`config.mk`:
```
export PLATFORM = sky130hd
export DESIGN_NAME = rd_burst_arbiter_flat
export DESIGN_NICKNAME = d
export VERILOG_FILES = /design/src/rtl/rd_burst_arbiter_if.sv /design/src/rtl/rd_burst_arbiter.sv /design/src/flat_wrapper.sv
export SDC_FILE = /design/constraint.sdc
export NUM_CORES = 1
export LEC_CHECK = 0
export CORE_ASPECT_RATIO = 1.25
export CORE_MARGIN = 2
export CORE_UTILIZATION = 35
export CTS_CLUSTER_SIZE = 14
export DETAILED_ROUTE_END_ITERATION = 16
export HOLD_SLACK_MARGIN = 0.05
export PLACE_DENSITY_LB_ADDON = 0.25
export SYNTH_ARGS = -nofsm -noshare
export SYNTH_HDL_FRONTEND = slang
export SYNTH_SLANG_ARGS = --single-unit
export TNS_END_PERCENT = 50
```
`constraint.sdc`:
```
create_clock -name clk -period 2.2 [get_ports clk]
set_input_delay 0.22 -clock clk [delete_from_list [all_inputs] [get_ports clk]]
set_output_delay 0.22 -clock clk [all_outputs]
set_load 0.05 [all_outputs]
```
`src/rtl/rd_burst_arbiter_if.sv`:
```
// Bus bundle between the read requesters, the SDRAM command port and the upsized read-data return.
// The slave modport is the arbiter; the master modport is the surrounding environment.
interface rd_burst_arbiter_if #(
    parameter int NPORTS = 2,
    parameter int AW     = 32,
    parameter int WB_DW  = 32,
    parameter int MEM_DW = 16,
    parameter int BLEN_W = 4
);
    localparam int CLEN_W = BLEN_W + $clog2(WB_DW / MEM_DW);

    logic [NPORTS*AW-1:0]     req_adr_i;
    logic [NPORTS*BLEN_W-1:0] req_len_i;
    logic [NPORTS-1:0]        req_valid_i;
    logic [NPORTS-1:0]        req_ready_o;
    logic [AW-1:0]            cmd_adr_o;
    logic [CLEN_W-1:0]        cmd_len_o;
    logic                     cmd_valid_o;
    logic                     cmd_ready_i;
    logic [WB_DW-1:0]         rd_data_i;
    logic                     rd_valid_i;
    logic [WB_DW-1:0]         rsp_data_o;
    logic [NPORTS-1:0]        rsp_valid_o;
    logic                     rsp_last_o;
    logic [NPORTS-1:0]        grant_o;
    logic                     err_o;

    modport slave (
        input  req_adr_i, req_len_i, req_valid_i, cmd_ready_i, rd_data_i, rd_valid_i,
        output req_ready_o, cmd_adr_o, cmd_len_o, cmd_valid_o, rsp_data_o, rsp_valid_o,
               rsp_last_o, grant_o, err_o
    );

    modport master (
        output req_adr_i, req_len_i, req_valid_i, cmd_ready_i, rd_data_i, rd_valid_i,
        input  req_ready_o, cmd_adr_o, cmd_len_o, cmd_valid_o, rsp_data_o, rsp_valid_o,
               rsp_last_o, grant_o, err_o
    );
endinterface

```
`src/rtl/rd_burst_arbiter.sv`:
```
// Round-robin owner of the shared SDRAM read path: one burst command per grant, upsized words steered to the owner.
// Command one cycle after request; read data returned with zero latency; only cmd_ready_i can stall (read return has no backpressure).
module rd_burst_arbiter #(
    parameter int NPORTS = 2,
    parameter int AW     = 32,
    parameter int WB_DW  = 32,
    parameter int MEM_DW = 16,
    parameter int BLEN_W = 4
) (
    input  logic                clk,
    input  logic                rst_n,
    rd_burst_arbiter_if.slave   bus
);
    localparam int SCALE  = WB_DW / MEM_DW;
    localparam int SS     = $clog2(SCALE);
    localparam int CLEN_W = BLEN_W + SS;
    localparam int PW     = (NPORTS > 1) ? $clog2(NPORTS) : 1;
    localparam logic [AW-1:0] ADR_MASK = ~AW'((WB_DW / 8) - 1);

    typedef enum logic [1:0] {IDLE, CMD, DATA} state_t;

    state_t            state;
    logic [PW-1:0]     ptr;
    logic [PW-1:0]     gnt_idx;
    logic [PW-1:0]     pick_idx;
    logic [PW-1:0]     cand;
    logic              pick_vld;
    logic [BLEN_W-1:0] len_q;
    logic [BLEN_W-1:0] cnt;
    logic [NPORTS-1:0] grant;
    logic [AW-1:0]     cmd_adr;
    logic [CLEN_W-1:0] cmd_len;
    logic              cmd_vld;
    logic              err;
    logic              hit;
    logic              last;
    logic [AW-1:0]     pick_adr;
    logic [BLEN_W-1:0] pick_len;

    // Search starts one past the previous owner so every requester gets a turn.
    always_comb begin
        pick_vld = 1'b0;
        pick_idx = '0;
        cand     = '0;
        for (int k = 1; k <= NPORTS; k++) begin
            cand = PW'((int'(ptr) + k) % NPORTS);
            if (!pick_vld && bus.req_valid_i[cand]) begin
                pick_vld = 1'b1;
                pick_idx = cand;
            end
        end
    end

    assign pick_adr = bus.req_adr_i[pick_idx*AW +: AW];
    assign pick_len = bus.req_len_i[pick_idx*BLEN_W +: BLEN_W];

    always_ff @(posedge clk or negedge rst_n) begin
        if (!rst_n) begin
            state   <= IDLE;
            ptr     <= PW'(NPORTS - 1);
            gnt_idx <= '0;
            grant   <= '0;
            len_q   <= '0;
            cnt     <= '0;
            cmd_adr <= '0;
            cmd_len <= '0;
            cmd_vld <= 1'b0;
            err     <= 1'b0;
        end else begin
            if (bus.rd_valid_i && state != DATA)
                err <= 1'b1;
            case (state)
                IDLE: begin
                    if (pick_vld) begin
                        gnt_idx <= pick_idx;
                        grant   <= NPORTS'(1) << pick_idx;
                        len_q   <= pick_len;
                        cmd_adr <= pick_adr & ADR_MASK;
                        // (len+1)*SCALE-1 in beats; the extra SS bits absorb the maximum length.
                        cmd_len <= (CLEN_W'(pick_len) << SS) | CLEN_W'(SCALE - 1);
                        cmd_vld <= 1'b1;
                        state   <= CMD;
                    end
                end
                CMD: begin
                    if (bus.cmd_ready_i) begin
                        cmd_vld <= 1'b0;
                        cnt     <= len_q;
                        state   <= DATA;
                    end
                end
                DATA: begin
                    if (bus.rd_valid_i) begin
                        if (cnt == '0) begin
                            grant <= '0;
                            ptr   <= gnt_idx;
                            state <= IDLE;
                        end else begin
                            cnt <= cnt - 1'b1;
                        end
                    end
                end
                default: state <= IDLE;
            endcase
        end
    end

    assign hit  = (state == DATA) && bus.rd_valid_i;
    assign last = hit && (cnt == '0);

    assign bus.rsp_data_o  = hit ? bus.rd_data_i : '0;
    assign bus.rsp_valid_o = hit ? grant : '0;
    assign bus.rsp_last_o  = last;
    assign bus.req_ready_o = last ? grant : '0;
    assign bus.grant_o     = grant;
    assign bus.cmd_adr_o   = cmd_adr;
    assign bus.cmd_len_o   = cmd_len;
    assign bus.cmd_valid_o = cmd_vld;
    assign bus.err_o       = err;
endmodule

```
`src/flat_wrapper.sv`:
```
// flat-port wrapper written by rule: the top's interface ports become plain ports
module rd_burst_arbiter_flat 
#(
    parameter int NPORTS = 2,
    parameter int AW     = 32,
    parameter int WB_DW  = 32,
    parameter int MEM_DW = 16,
    parameter int BLEN_W = 4
)
  (clk, rst_n, bus_req_adr_i, bus_req_len_i, bus_req_valid_i, bus_cmd_ready_i, bus_rd_data_i, bus_rd_valid_i, bus_req_ready_o, bus_cmd_adr_o, bus_cmd_len_o, bus_cmd_valid_o, bus_rsp_data_o, bus_rsp_valid_o, bus_rsp_last_o, bus_grant_o, bus_err_o);
  rd_burst_arbiter_if #(.NPORTS(NPORTS), .AW(AW), .WB_DW(WB_DW), .MEM_DW(MEM_DW), .BLEN_W(BLEN_W)) bus_i ();
  input  logic clk;
  input  logic rst_n;
  input wire logic [$bits(bus_i.req_adr_i)-1:0] bus_req_adr_i;
  input wire logic [$bits(bus_i.req_len_i)-1:0] bus_req_len_i;
  input wire logic [$bits(bus_i.req_valid_i)-1:0] bus_req_valid_i;
  input wire logic [$bits(bus_i.cmd_ready_i)-1:0] bus_cmd_ready_i;
  input wire logic [$bits(bus_i.rd_data_i)-1:0] bus_rd_data_i;
  input wire logic [$bits(bus_i.rd_valid_i)-1:0] bus_rd_valid_i;
  output wire logic [$bits(bus_i.req_ready_o)-1:0] bus_req_ready_o;
  output wire logic [$bits(bus_i.cmd_adr_o)-1:0] bus_cmd_adr_o;
  output wire logic [$bits(bus_i.cmd_len_o)-1:0] bus_cmd_len_o;
  output wire logic [$bits(bus_i.cmd_valid_o)-1:0] bus_cmd_valid_o;
  output wire logic [$bits(bus_i.rsp_data_o)-1:0] bus_rsp_data_o;
  output wire logic [$bits(bus_i.rsp_valid_o)-1:0] bus_rsp_valid_o;
  output wire logic [$bits(bus_i.rsp_last_o)-1:0] bus_rsp_last_o;
  output wire logic [$bits(bus_i.grant_o)-1:0] bus_grant_o;
  output wire logic [$bits(bus_i.err_o)-1:0] bus_err_o;
  assign bus_i.req_adr_i = bus_req_adr_i;
  assign bus_i.req_len_i = bus_req_len_i;
  assign bus_i.req_valid_i = bus_req_valid_i;
  assign bus_i.cmd_ready_i = bus_cmd_ready_i;
  assign bus_i.rd_data_i = bus_rd_data_i;
  assign bus_i.rd_valid_i = bus_rd_valid_i;
  assign bus_req_ready_o = bus_i.req_ready_o;
  assign bus_cmd_adr_o = bus_i.cmd_adr_o;
  assign bus_cmd_len_o = bus_i.cmd_len_o;
  assign bus_cmd_valid_o = bus_i.cmd_valid_o;
  assign bus_rsp_data_o = bus_i.rsp_data_o;
  assign bus_rsp_valid_o = bus_i.rsp_valid_o;
  assign bus_rsp_last_o = bus_i.rsp_last_o;
  assign bus_grant_o = bus_i.grant_o;
  assign bus_err_o = bus_i.err_o;
  rd_burst_arbiter #(.NPORTS(NPORTS), .AW(AW), .WB_DW(WB_DW), .MEM_DW(MEM_DW), .BLEN_W(BLEN_W)) u_core (.clk(clk), .rst_n(rst_n), .bus(bus_i));
endmodule
```
==> metrics.cfg <==
[status]
status=complete, no violations

[worst_setup_path]
critPathBufInv=2
r2r_setup_slack_ps=410
worst_r2r_endpoint=u_core.cnt[3]
r2r_start=u_core.cnt[0]
cp_top_family=simple AND/OR/NAND/NOR gates
slowest_stage=or3b_1
cp_max_fo=5
end_kind=primary output
worstRegToRegCells=5
cp.required_ps=1980
cp-start-kind=flop
cp_slowest_stage_delay_ps=460
worst-path-stages=5
worstSetupPathType=reg2out
worstPathCellList=inv_1 -> ha_1 -> or3b_1 -> nor2_2 -> buf_12
cp.arrival_ps=1810

[sta]
tightest_slew_ps=587
fin_crit_sh=0.924
setup_violations=0
rsz0062_at_grt=no
fin_worst_skew_ps=7.48
fin_setup_tns_ps=0
finalHoldViolCount=0
slew_headroom=0.609
drv_slew=0
min_period_ps=2030
fmax_ghz=0.492
setup_ws_ps=166

[synthesis]
ys_async_sr_fraction=1.00
ys_seq_elements=47
netlist_instances=214
ys.flop_type=dfrtp_1
synth_cell_types=35
netlist_area_sq_um=2610
synth_edf_count=0
yosysWarnings=0
syn_area_per_cell_sq_um=12.2
ys_seq_area_frac=0.451

[global_routing]
grt_pass1_vias=2501
grt_overflow=0
grt_first_pass_wirelength_mm=11.7
antenna_found_initial=0
grt_max_degree=42
track_usage=0.180

[floorplan]
coreArea_sq_um=7310
die-area_sq_um=8180
die_w_microns=81.3
boundaryPins=188
die_y_microns=101
rows=35
start_util=0.357

[min_path]
hold_path.class=in2async

[layout]
seqCellArea_sq_um=1180
n_fill_cell=527
fin_nets=509
syn2layout_area_growth_pct=91.9
antennaDiodeCount=0
drive_above_1_share=0.251
multi_input_area_sq_um=1330
postLayoutCoreUtil=0.686

[placed_design]
gp_congestion=0.809
numPortBuffers=181
hpwl_mm=6.03
preCtsSetupSlack_ps=245

[detailed_routing]
firstDrtPassIters=4
vias=2361
postRouteAntennaNets=0
post_drt_wl_per_cell_microns=14.7
route.detailed.drc=0
vias_per_cell=4.82
routed_wl_mm=7.21
drt_iter0_markers=54

[clock_tree]
path_clk_slew_ps=80
cts_resized=0
cts.sinks=47
clk_latency_ps=290
htreeDepth=2
cts_tree=built
cts-root-buf=clkbuf_8
numCtsBuffers=5
max-clock-path-buffers=2

[power_and_ir_drop]
total_power_w=0.00598
p_leak_nw=2.05
ir_drop_mv=0.955
p_per_area_nw_per_um2=1190

[flow_run]
cap_violations=0

[metrics by stage]
| stage | cells | cell area, sq um | hold slack (ps) |
|---|---|---|---|
| floorplan | 215 | 2620 | -75.6 |
| global placement | 481 | 4920 | 252 |
| detailed placement | 481 | 4920 | 269 |
| CTS | 490 | 5010 | 465 |
| global route | 490 | 5010 | 500 |
| finish | 490 | 5010 | 456 |
[layer usage]
metal | up-vias | track usage | wire length [microns] | part of all wire
met4 | 0 | 0.0574 | 151 | 0.021
li1 | 1116 | - | - | -
met2 | 130 | 0.325 | 3690 | 0.51
met3 | 12 | 0.0744 | 892 | 0.12
met5 | - | 0 | 0 | 0
met1 | 1103 | 0.186 | 2480 | 0.34
[synth_stat cells (2+ instances only)]
cell type   n  area share
ha_1        2      0.0096
buf_2       5      0.0096
a221o_1     2      0.0077
dfrtp_1    46        0.44
mux2_2     42        0.18
a21oi_1     2      0.0038
nand2_1     3      0.0043
clkbuf_1    3      0.0043
a211oi_1    4       0.011
buf_4       4       0.011
and3_1      2      0.0048
buf_6       4       0.017
nor3_1      3      0.0057
and2_1     34       0.081
inv_1       4      0.0057
and3b_1     2      0.0067
nand3b_1    2      0.0057
o21ai_0     2      0.0038
mux2i_1     4       0.015
a21o_1      3      0.0086
mux2_1     26        0.11
nor2_1      2      0.0029
[worst max-delay path by stage]
stage | to | startpoint
final | bus_rsp_last_o | u_core.cnt[0]
after global routing | bus_rsp_last_o | u_core.cnt[0]
after CTS | bus_rsp_last_o | u_core.cnt[0]
after detailed placement | u_core.bus.cmd_adr_o[8] | bus_req_valid_i[1]
after global placement | u_core.bus.cmd_adr_o[6] | bus_req_valid_i[1]
after floorplan | u_core.ptr | u_core.cnt[0]
[kinds of logic after synthesis]
kind of cell	after synthesis	share of synthesized area
multiplexers	72	0.308
buffers and inverters	20	0.0484
adder cells (fa/ha/maj)	2	0.00958
other	1	0.00144
flip-flops	47	0.451
AND/OR/NAND/NOR	53	0.126
AO/OA/AOI/OAI	19	0.0551
[cell type report]
| cell class | instances | share of cell area |
|---|---|---|
| Sequential cell | 47 | 0.235 |
| Clock buffer | 7 | 0.0152 |
| Clock inverter | 1 | 0.000998 |
| Multi-Input combinational cell | 148 | 0.266 |
| Tap cell | 92 | 0.0230 |
| Timing Repair Buffer | 191 | 0.457 |
| Inverter | 4 | 0.00299 |
[power by group]
group	internal [W]	switching, W
clock network	0.000223	0.000259
logic	0.00167	0.00225
registers	0.00129	0.000283
[worst reg2reg max path, cell delays in order (launching register included)]
cell and delay (ps):
dfrtp_1 400, inv_1 100, ha_1 160, or3b_1 460, o211a_1 260, a221o_1 290
[flip-flops by register name, indices dropped and copies added, names as in the netlist]
| register | cells |
|---|---|
| u_core.bus.cmd_adr_o | 30 |
| u_core.bus.cmd_len_o | 4 |
| u_core.cnt | 4 |
| u_core.bus.grant_o | 2 |
| u_core.state | 2 |
| u_core.bus.cmd_valid_o | 1 |
| u_core.bus.err_o | 1 |
| u_core.gnt_idx | 1 |
| u_core.len_q | 1 |
| u_core.ptr | 1 |
[what timing repair did]
| action | 4_1_cts | 5_1_grt |
|---|---|---|
| hold buffers | 1 | 0 |
| endpoints found under the hold margin | 23 | 0 |
| setup buffers | 0 | 0 |
[cells in the final DEF, fill, tap and decap left out, types with 5 or more instances in the layout]
cell type,instances
clkdlybuf4s50_1,143
dfrtp_1,46
mux2_2,42
buf_12,40
and2_1,34
mux2_1,26
buf_4,6
clkbuf_8,5
Note: power is estimated with default switching activity, not from simulation.
